### config.mk
export PLATFORM = sky130hd
export DESIGN_NAME = serial_word_feeder_flat
export DESIGN_NICKNAME = d
export VERILOG_FILES = /design/src/rtl/serial_word_feeder_if.sv /design/src/rtl/serial_word_feeder.sv /design/src/flat_wrapper.sv
export SDC_FILE = /design/constraint.sdc
export NUM_CORES = 1
export LEC_CHECK = 0
export ABC_AREA = 0
export BUFFER_PORTS_ARGS = -buffer_cell sky130_fd_sc_hd__buf_2
export CORE_MARGIN = 2
export CORE_UTILIZATION = 37
export DETAILED_ROUTE_END_ITERATION = 7
export GPL_TIMING_DRIVEN = 1
export PLACE_DENSITY = 0.66
export REMOVE_ABC_BUFFERS = 1
export SYNTH_ARGS = -nofsm -noshare
export SYNTH_HDL_FRONTEND = slang
export SYNTH_SLANG_ARGS = --single-unit
### constraint.sdc
create_clock -name clk -period 2.1 [get_ports clk]
set_input_delay 0.315 -clock clk [delete_from_list [all_inputs] [get_ports clk]]
set_output_delay 0.315 -clock clk [all_outputs]
set_load 0.005 [all_outputs]
### src/rtl/serial_word_feeder_if.sv
// -----------------------------------------------------------------------------
// serial_word_feeder_if
// Handshake and serial-stream bundle between a word producer, the
// serial_word_feeder and the downstream two's complement converter.
//
//   load        producer -> feeder   request to accept din (honoured when ready)
//   din         producer -> feeder   parallel word, WIDTH bits
//   ready       feeder -> producer   idle and able to accept a word
//   out         feeder -> converter  serial data bit, LSB first
//   bit_valid   feeder -> consumer   out carries a word bit this cycle
//   conv_reset  feeder -> converter  one-cycle frame-clear pulse
//   done        feeder -> producer   one-cycle pulse after the last bit
//
// master: the word producer side; slave: the feeder itself.
// -----------------------------------------------------------------------------
interface serial_word_feeder_if #(
    parameter int WIDTH = 8
);
    logic             load;
    logic [WIDTH-1:0] din;
    logic             ready;
    logic             out;
    logic             bit_valid;
    logic             conv_reset;
    logic             done;

    modport master (
        output load,
        output din,
        input  ready,
        input  out,
        input  bit_valid,
        input  conv_reset,
        input  done
    );

    modport slave (
        input  load,
        input  din,
        output ready,
        output out,
        output bit_valid,
        output conv_reset,
        output done
    );
endinterface

### src/rtl/serial_word_feeder.sv
// -----------------------------------------------------------------------------
// serial_word_feeder
// Upstream stage of the serial two's complement converter. Accepts a parallel
// WIDTH-bit word through a ready/load handshake, issues a one-cycle
// frame-clear (conv_reset) to the converter, shifts the word out LSB-first one
// bit per clock, then pulses done. One word every WIDTH+3 cycles.
//
// Ports:
//   clk    system clock, all state changes on the rising edge
//   reset  synchronous, active-high; abandons any word in flight
//   bus    serial_word_feeder_if.slave (load, din in; ready, out, bit_valid,
//          conv_reset, done out). All outputs are registered.
//
// Parameter:
//   WIDTH  bits per word, legal range 2..32
// -----------------------------------------------------------------------------
module serial_word_feeder #(
    parameter int WIDTH = 8
) (
    input  logic                 clk,
    input  logic                 reset,
    serial_word_feeder_if.slave  bus
);
    localparam int CW = $clog2(WIDTH);

    localparam logic [1:0] ST_IDLE  = 2'd0;
    localparam logic [1:0] ST_CLEAR = 2'd1;
    localparam logic [1:0] ST_SHIFT = 2'd2;
    localparam logic [1:0] ST_DONE  = 2'd3;

    localparam logic [CW-1:0] CNT_ZERO = CW'(0);
    localparam logic [CW-1:0] CNT_ONE  = CW'(1);
    localparam logic [CW-1:0] CNT_LAST = CW'(WIDTH - 1);

    logic [1:0]       state_r;
    logic [WIDTH-1:0] shift_r;
    logic [CW-1:0]    cnt_r;
    logic             ready_r;
    logic             out_r;
    logic             bit_valid_r;
    logic             conv_reset_r;
    logic             done_r;

    logic [1:0]       state_nx_s;
    logic [WIDTH-1:0] shift_nx_s;
    logic [CW-1:0]    cnt_nx_s;
    logic             ready_nx_s;
    logic             out_nx_s;
    logic             bit_valid_nx_s;
    logic             conv_reset_nx_s;
    logic             done_nx_s;

    // Next-state and next-output decode. Outputs are computed for the state
    // being entered so that, once registered, they line up with that state.
    always_comb begin
        state_nx_s      = state_r;
        shift_nx_s      = shift_r;
        cnt_nx_s        = cnt_r;
        ready_nx_s      = 1'b0;
        out_nx_s        = 1'b0;
        bit_valid_nx_s  = 1'b0;
        conv_reset_nx_s = 1'b0;
        done_nx_s       = 1'b0;

        case (state_r)
            ST_IDLE: begin
                if (bus.load) begin
                    state_nx_s      = ST_CLEAR;
                    shift_nx_s      = bus.din;
                    cnt_nx_s        = CNT_ZERO;
                    conv_reset_nx_s = 1'b1;
                end else begin
                    ready_nx_s = 1'b1;
                end
            end
            ST_CLEAR: begin
                // Present bit 0 in the first SHIFT cycle.
                state_nx_s     = ST_SHIFT;
                out_nx_s       = shift_r[0];
                shift_nx_s     = {1'b0, shift_r[WIDTH-1:1]};
                bit_valid_nx_s = 1'b1;
            end
            ST_SHIFT: begin
                // cnt_r is the index of the bit currently on out.
                if (cnt_r == CNT_LAST) begin
                    state_nx_s = ST_DONE;
                    done_nx_s  = 1'b1;
                end else begin
                    cnt_nx_s       = cnt_r + CNT_ONE;
                    out_nx_s       = shift_r[0];
                    shift_nx_s     = {1'b0, shift_r[WIDTH-1:1]};
                    bit_valid_nx_s = 1'b1;
                end
            end
            ST_DONE: begin
                state_nx_s = ST_IDLE;
                ready_nx_s = 1'b1;
            end
            default: begin
                state_nx_s = ST_IDLE;
                shift_nx_s = {WIDTH{1'b0}};
                cnt_nx_s   = CNT_ZERO;
                ready_nx_s = 1'b1;
            end
        endcase
    end

    // State, datapath and output registers with synchronous reset.
    always_ff @(posedge clk) begin
        if (reset) begin
            state_r      <= ST_IDLE;
            shift_r      <= {WIDTH{1'b0}};
            cnt_r        <= CNT_ZERO;
            ready_r      <= 1'b1;
            out_r        <= 1'b0;
            bit_valid_r  <= 1'b0;
            conv_reset_r <= 1'b0;
            done_r       <= 1'b0;
        end else begin
            state_r      <= state_nx_s;
            shift_r      <= shift_nx_s;
            cnt_r        <= cnt_nx_s;
            ready_r      <= ready_nx_s;
            out_r        <= out_nx_s;
            bit_valid_r  <= bit_valid_nx_s;
            conv_reset_r <= conv_reset_nx_s;
            done_r       <= done_nx_s;
        end
    end

    assign bus.ready      = ready_r;
    assign bus.out        = out_r;
    assign bus.bit_valid  = bit_valid_r;
    assign bus.conv_reset = conv_reset_r;
    assign bus.done       = done_r;
endmodule

### src/flat_wrapper.sv
// flat-port wrapper written by rule: the top's interface ports become plain ports
module serial_word_feeder_flat 
#(
    parameter int WIDTH = 8
)
  (clk, reset, bus_load, bus_din, bus_ready, bus_out, bus_bit_valid, bus_conv_reset, bus_done);
  serial_word_feeder_if #(.WIDTH(WIDTH)) bus_i ();
  input  logic clk;
  input  logic reset;
  input wire logic [$bits(bus_i.load)-1:0] bus_load;
  input wire logic [$bits(bus_i.din)-1:0] bus_din;
  output wire logic [$bits(bus_i.ready)-1:0] bus_ready;
  output wire logic [$bits(bus_i.out)-1:0] bus_out;
  output wire logic [$bits(bus_i.bit_valid)-1:0] bus_bit_valid;
  output wire logic [$bits(bus_i.conv_reset)-1:0] bus_conv_reset;
  output wire logic [$bits(bus_i.done)-1:0] bus_done;
  assign bus_i.load = bus_load;
  assign bus_i.din = bus_din;
  assign bus_ready = bus_i.ready;
  assign bus_out = bus_i.out;
  assign bus_bit_valid = bus_i.bit_valid;
  assign bus_conv_reset = bus_i.conv_reset;
  assign bus_done = bus_i.done;
  serial_word_feeder #(.WIDTH(WIDTH)) u_core (.clk(clk), .reset(reset), .bus(bus_i));
endmodule
**Word level (Yosys, flattened, before mapping)**

Cells that the tools add are included.

- Flip-flop bits (word level): 18
- Input port bits: 11
- Output and inout bits: 5

- Add/sub/neg operators: 1
- Equality and inequality tests: 7
- Mux-type cells: 17
- Bitwise gates (word level): 2
- Reductions and logical operators: 8

Operators by type and width:

| kind | number |
|---|---|
| one-hot mux 8 bit (3 select lines) | 1 |
| two-way mux 8 bit | 2 |
| one-hot mux 2 bit (4 select lines) | 1 |
| two-way mux 3 bit | 2 |
| one-hot mux 1 bit (2 select lines) | 3 |
| one-hot mux 3 bit (2 select lines) | 1 |
| AND reduction 3 bit | 2 |
| two-way mux 1 bit | 5 |
| == test 2 bit (second input constant) | 2 |
| two-way mux 2 bit | 2 |
| != test 2 bit (second input constant) | 2 |
| OR reduction 2 bit | 2 |
| adder 3 x 1 -> 3 bit (second input constant) | 1 |
| == test 3 bit (second input constant) | 1 |
| nonzero test 3 bit | 1 |
| == test 2 x 1 -> 1 bit (second input constant) | 1 |
| logical NOT 2 bit | 1 |
| != test 2 x 1 -> 1 bit (second input constant) | 1 |
| inverter 1 bit | 2 |
| AND reduction 2 bit | 1 |
| nonzero test 2 bit | 1 |

**Logic depth before layout (Yosys ltp)**

- Depth in word-level cells: 3
- Depth in mapped cells: 6

**Worst setup path after synthesis**

No wires, ideal clock.

- Path type: flip-flop to flip-flop
- Start: register u_core.state_r[0]
- End: register u_core.shift_r[0]
- Data arrival time: 1.309 ns
- Path slack: 0.667 ns
- Cell stages (with the launch flop): 6
- Cell sequence: dfxtp_1 > inv_1 > ha_1 > buf_2 > mux2i_1 > a211oi_2

- Cells in the longest elaborated chain, start to end: 3

Ends and longest elaborated chain:

| what | RTL line | text |
|---|---|---|
| from (decl) | serial_word_feeder.sv:35 | `logic [1:0] state_r;` |
| from (signal assigned) | serial_word_feeder.sv:120 | `state_r <= state_nx_s;` |
| == test 2 bit, or another cell as far along | serial_word_feeder.sv:65 | `case (state_r)` |
| != test 2 bit (no line) / nonzero test 3 bit (equally long branches) | - |  |
| AND reduction 3 bit (no line) | - |  |
| to (signal assigned) | serial_word_feeder.sv:112 | `shift_r <= {WIDTH{1'b0}};` |
| to (signal assigned) | serial_word_feeder.sv:121 | `shift_r <= shift_nx_s;` |
| to (decl) | serial_word_feeder.sv:36 | `logic [WIDTH-1:0] shift_r;` |

Several ways; a longest one is shown, not always the timed one.
A chain may end at the register's enable or synchronous reset.

**Worst setup path after layout**

- Start: register u_core.state_r[0]
- End: register u_core.shift_r[5]

Same word-level chain as after synthesis.

==> results.ini <==
[placed_design]
gp_congestion=0.817
dp_hpwl_mm=1.13
dp_slack_ps=458
port_buffers=15

[job]
cap_violations=0

[floorplan]
core-area_sq_mm=0.00225
rows=17
io_pins=16
die_h_um=53.2
die_area_sq_mm=0.00283
start_util_pct=39.8
die_w_um=53.2

[worst_setup_path]
critical_path.cell_chain=inv_1, ha_1, mux2i_1, a211oi_2
critPathRequiredTime_ps=2270
cp.arrival_ps=1820
critPathCaptureType=register
cp_slowest_cell=ha_1
max_stage_delay_ps=620
rrSetupSlack_ps=450
critPathMaxFanout=12
criticalPathCategory=reg2reg
startpoint_type=register

[clocking]
cts_htree_levels=1
clk_latency_ps=290
clock_sinks=18
cts_hold_buf=0
cts_resized=0
cts_made_buffers=3
clk_pin_slew_ps=100
cts_tree=built
max-clock-path-buffers=2
post_cts_buffers=0
root_buffer=clkbuf_4

[cells_and_area]
diodes=0
register_area_sq_um=360
multi_input_area_sq_um=493
fillers=232
layout-drive-gt1-share_pct=29.3
area_growth_syn_to_layout_pct=12.0
final_util_pct=44.6
fin_nets=120

[logic_synthesis]
yosysMostFrequentCell=dfxtp_1
synthTopCellsByCount=dfxtp_1, a31oi_1, ha_1, mux2i_1, a211oi_2
synth_top_area_share_pct=40.2
ys_ff_latch=18
synth-edff-count=0
synth_area_leaders=dfxtp_1, ha_1, a211oi_2, mux2i_1, a31oi_1
synth_top_cell_by_area=dfxtp_1
synth_ff_type=dfxtp_1
syn_area_per_cell_sq_um=10.6
netlist_area_sq_um=897
synth_cells=85
ys_seq_area_share_pct=40.2
async_reset_ff_share_pct=0
yosysUniqueCellTypes=26
yosysWarnings=0

[routing]
num_vias=647
drt_iter0_markers=5
vias_per_cell=5.09
drc=0
first_pass_iters=3
wirelength_mm=1.61
ant_nets=0
routedWlPerCell_um=12.7

[grt]
top_usage_layer=met2
antenna_found_initial=0
grt-ovfl-total=0
grt_max_degree=19
use_met3_pct=2.54
grt_pass1_wl_mm=2.82
track_usage_pct=13.8
grt_pass1_vias=655
grtUsageMet1_pct=16.5
grt.met2_usage_pct=21.6

[sta]
fmax_ghz=0.606
fin_crit_sh_pct=78.6
max_slew_margin_pct=66.6
fin_ws_ps=450
holdWs_ps=253
worst_slew_pin_slew_ps=501
clock_skew_ps=3.20
rsz0062_at_grt=false
drv_slew=0
finalSetupViolations=0
fin_crit_ps=1650
tns_ps=0
hold_viol=0

[worst_hold_path]
hold_class=in2reg

[pwr]
pwr_density_cell_mw_per_mm2=1380
p_total_mw=1.38
power_leakage_nw=0.448
vdd_ir_drop_max_v=0.000468

[run_status]
status=completed

-- layer usage --
layer | share of wire, % | vias to the layer above
li1 | - | 339
met1 | 45 | 297
met2 | 51 | 9
met3 | 2.4 | 2
met4 | 1.2 | 0
met5 | 0 | -
-- stage by stage --
step           cell area (sq um)  std cells
6_report                    1000        127
2_1_floorplan                865         80
5_1_grt                     1000        127
3_3_place_gp                 982        124
3_5_place_dp                 982        124
4_1_cts                     1000        127
-- cell families (layout without fill, tap and decap cells) --
kind of cell    after synthesis  after routing  synth area share (%)
mux                           9              9                  10.2
compound gates               21             21                  19.8
flops                        18             18                  40.2
simple gates                 21             21                  13.8
fa+ha+maj                     8              8                  11.2
buf+inv                       8             22                  4.88
-- where the power goes --
| part | leakage [nW] | total, mW | internal, mW | switching, mW |
|---|---|---|---|---|
| Sequential | 0.148 | 0.523 | 0.457 | 0.0667 |
| Combinational | 0.286 | 0.694 | 0.325 | 0.370 |
| Clock | 0.0138 | 0.167 | 0.0667 | 0.100 |
-- final timing paths --
| check | from | end | cells past startpoint |
|---|---|---|---|
| worst min-delay path | bus_load | u_core.bus.conv_reset | 3 |
| worst max register to register | u_core.state_r[0] | u_core.shift_r[5] | 4 |
| worst max-delay path | u_core.state_r[0] | u_core.shift_r[5] | 4 |
| worst min register to register | u_core.shift_r[7] | u_core.shift_r[7] | 2 |
-- cell usage in the layout, fill, tap and decap left out --
master	instances
dfxtp_1	18
buf_2	15
mux2i_1	8
a31oi_1	8
ha_1	8
a211oi_2	7
nor2_1	5
inv_1	3
nand2b_1	3
nor3_1	3
clkbuf_4	3
nor2b_1	2
a22o_1	2
a21oi_1	2
nand2_1	2
nand2_4	1
and3_4	1
or2_1	1
nand3_1	1
o21ai_0	1
mux2_2	1
nor3b_1	1
o21bai_1	1
nor4bb_1	1
buf_4	1
-- critical path: cells and delay by family (launching register included) --
kind | cells | cell delay (ps)
buffers and inverters | 1 | 110
adder cells (fa/ha/maj) | 1 | 620
multiplexers | 1 | 280
flip-flops | 1 | 430
AO/OA/AOI/OAI | 1 | 90
-- area by class of cell --
cell class	count	area share, %
multi-input cells	59	49.1
flip-flops and latches	18	35.9
repair buffers	16	8.22
well taps	28	3.49
clock buffers	3	2.24
inverters	3	1.12
-- state kept, by name, summed over array words and instances (netlist names) --
signal,count
u_core.bus.bit_valid,1
u_core.bus.out,1
u_core.bus.ready,1
u_core.state_r,2
u_core.cnt_r,3
u_core.bus.conv_reset,1
u_core.bus.done,1
u_core.shift_r,8
(Power assumes the default switching activity.)
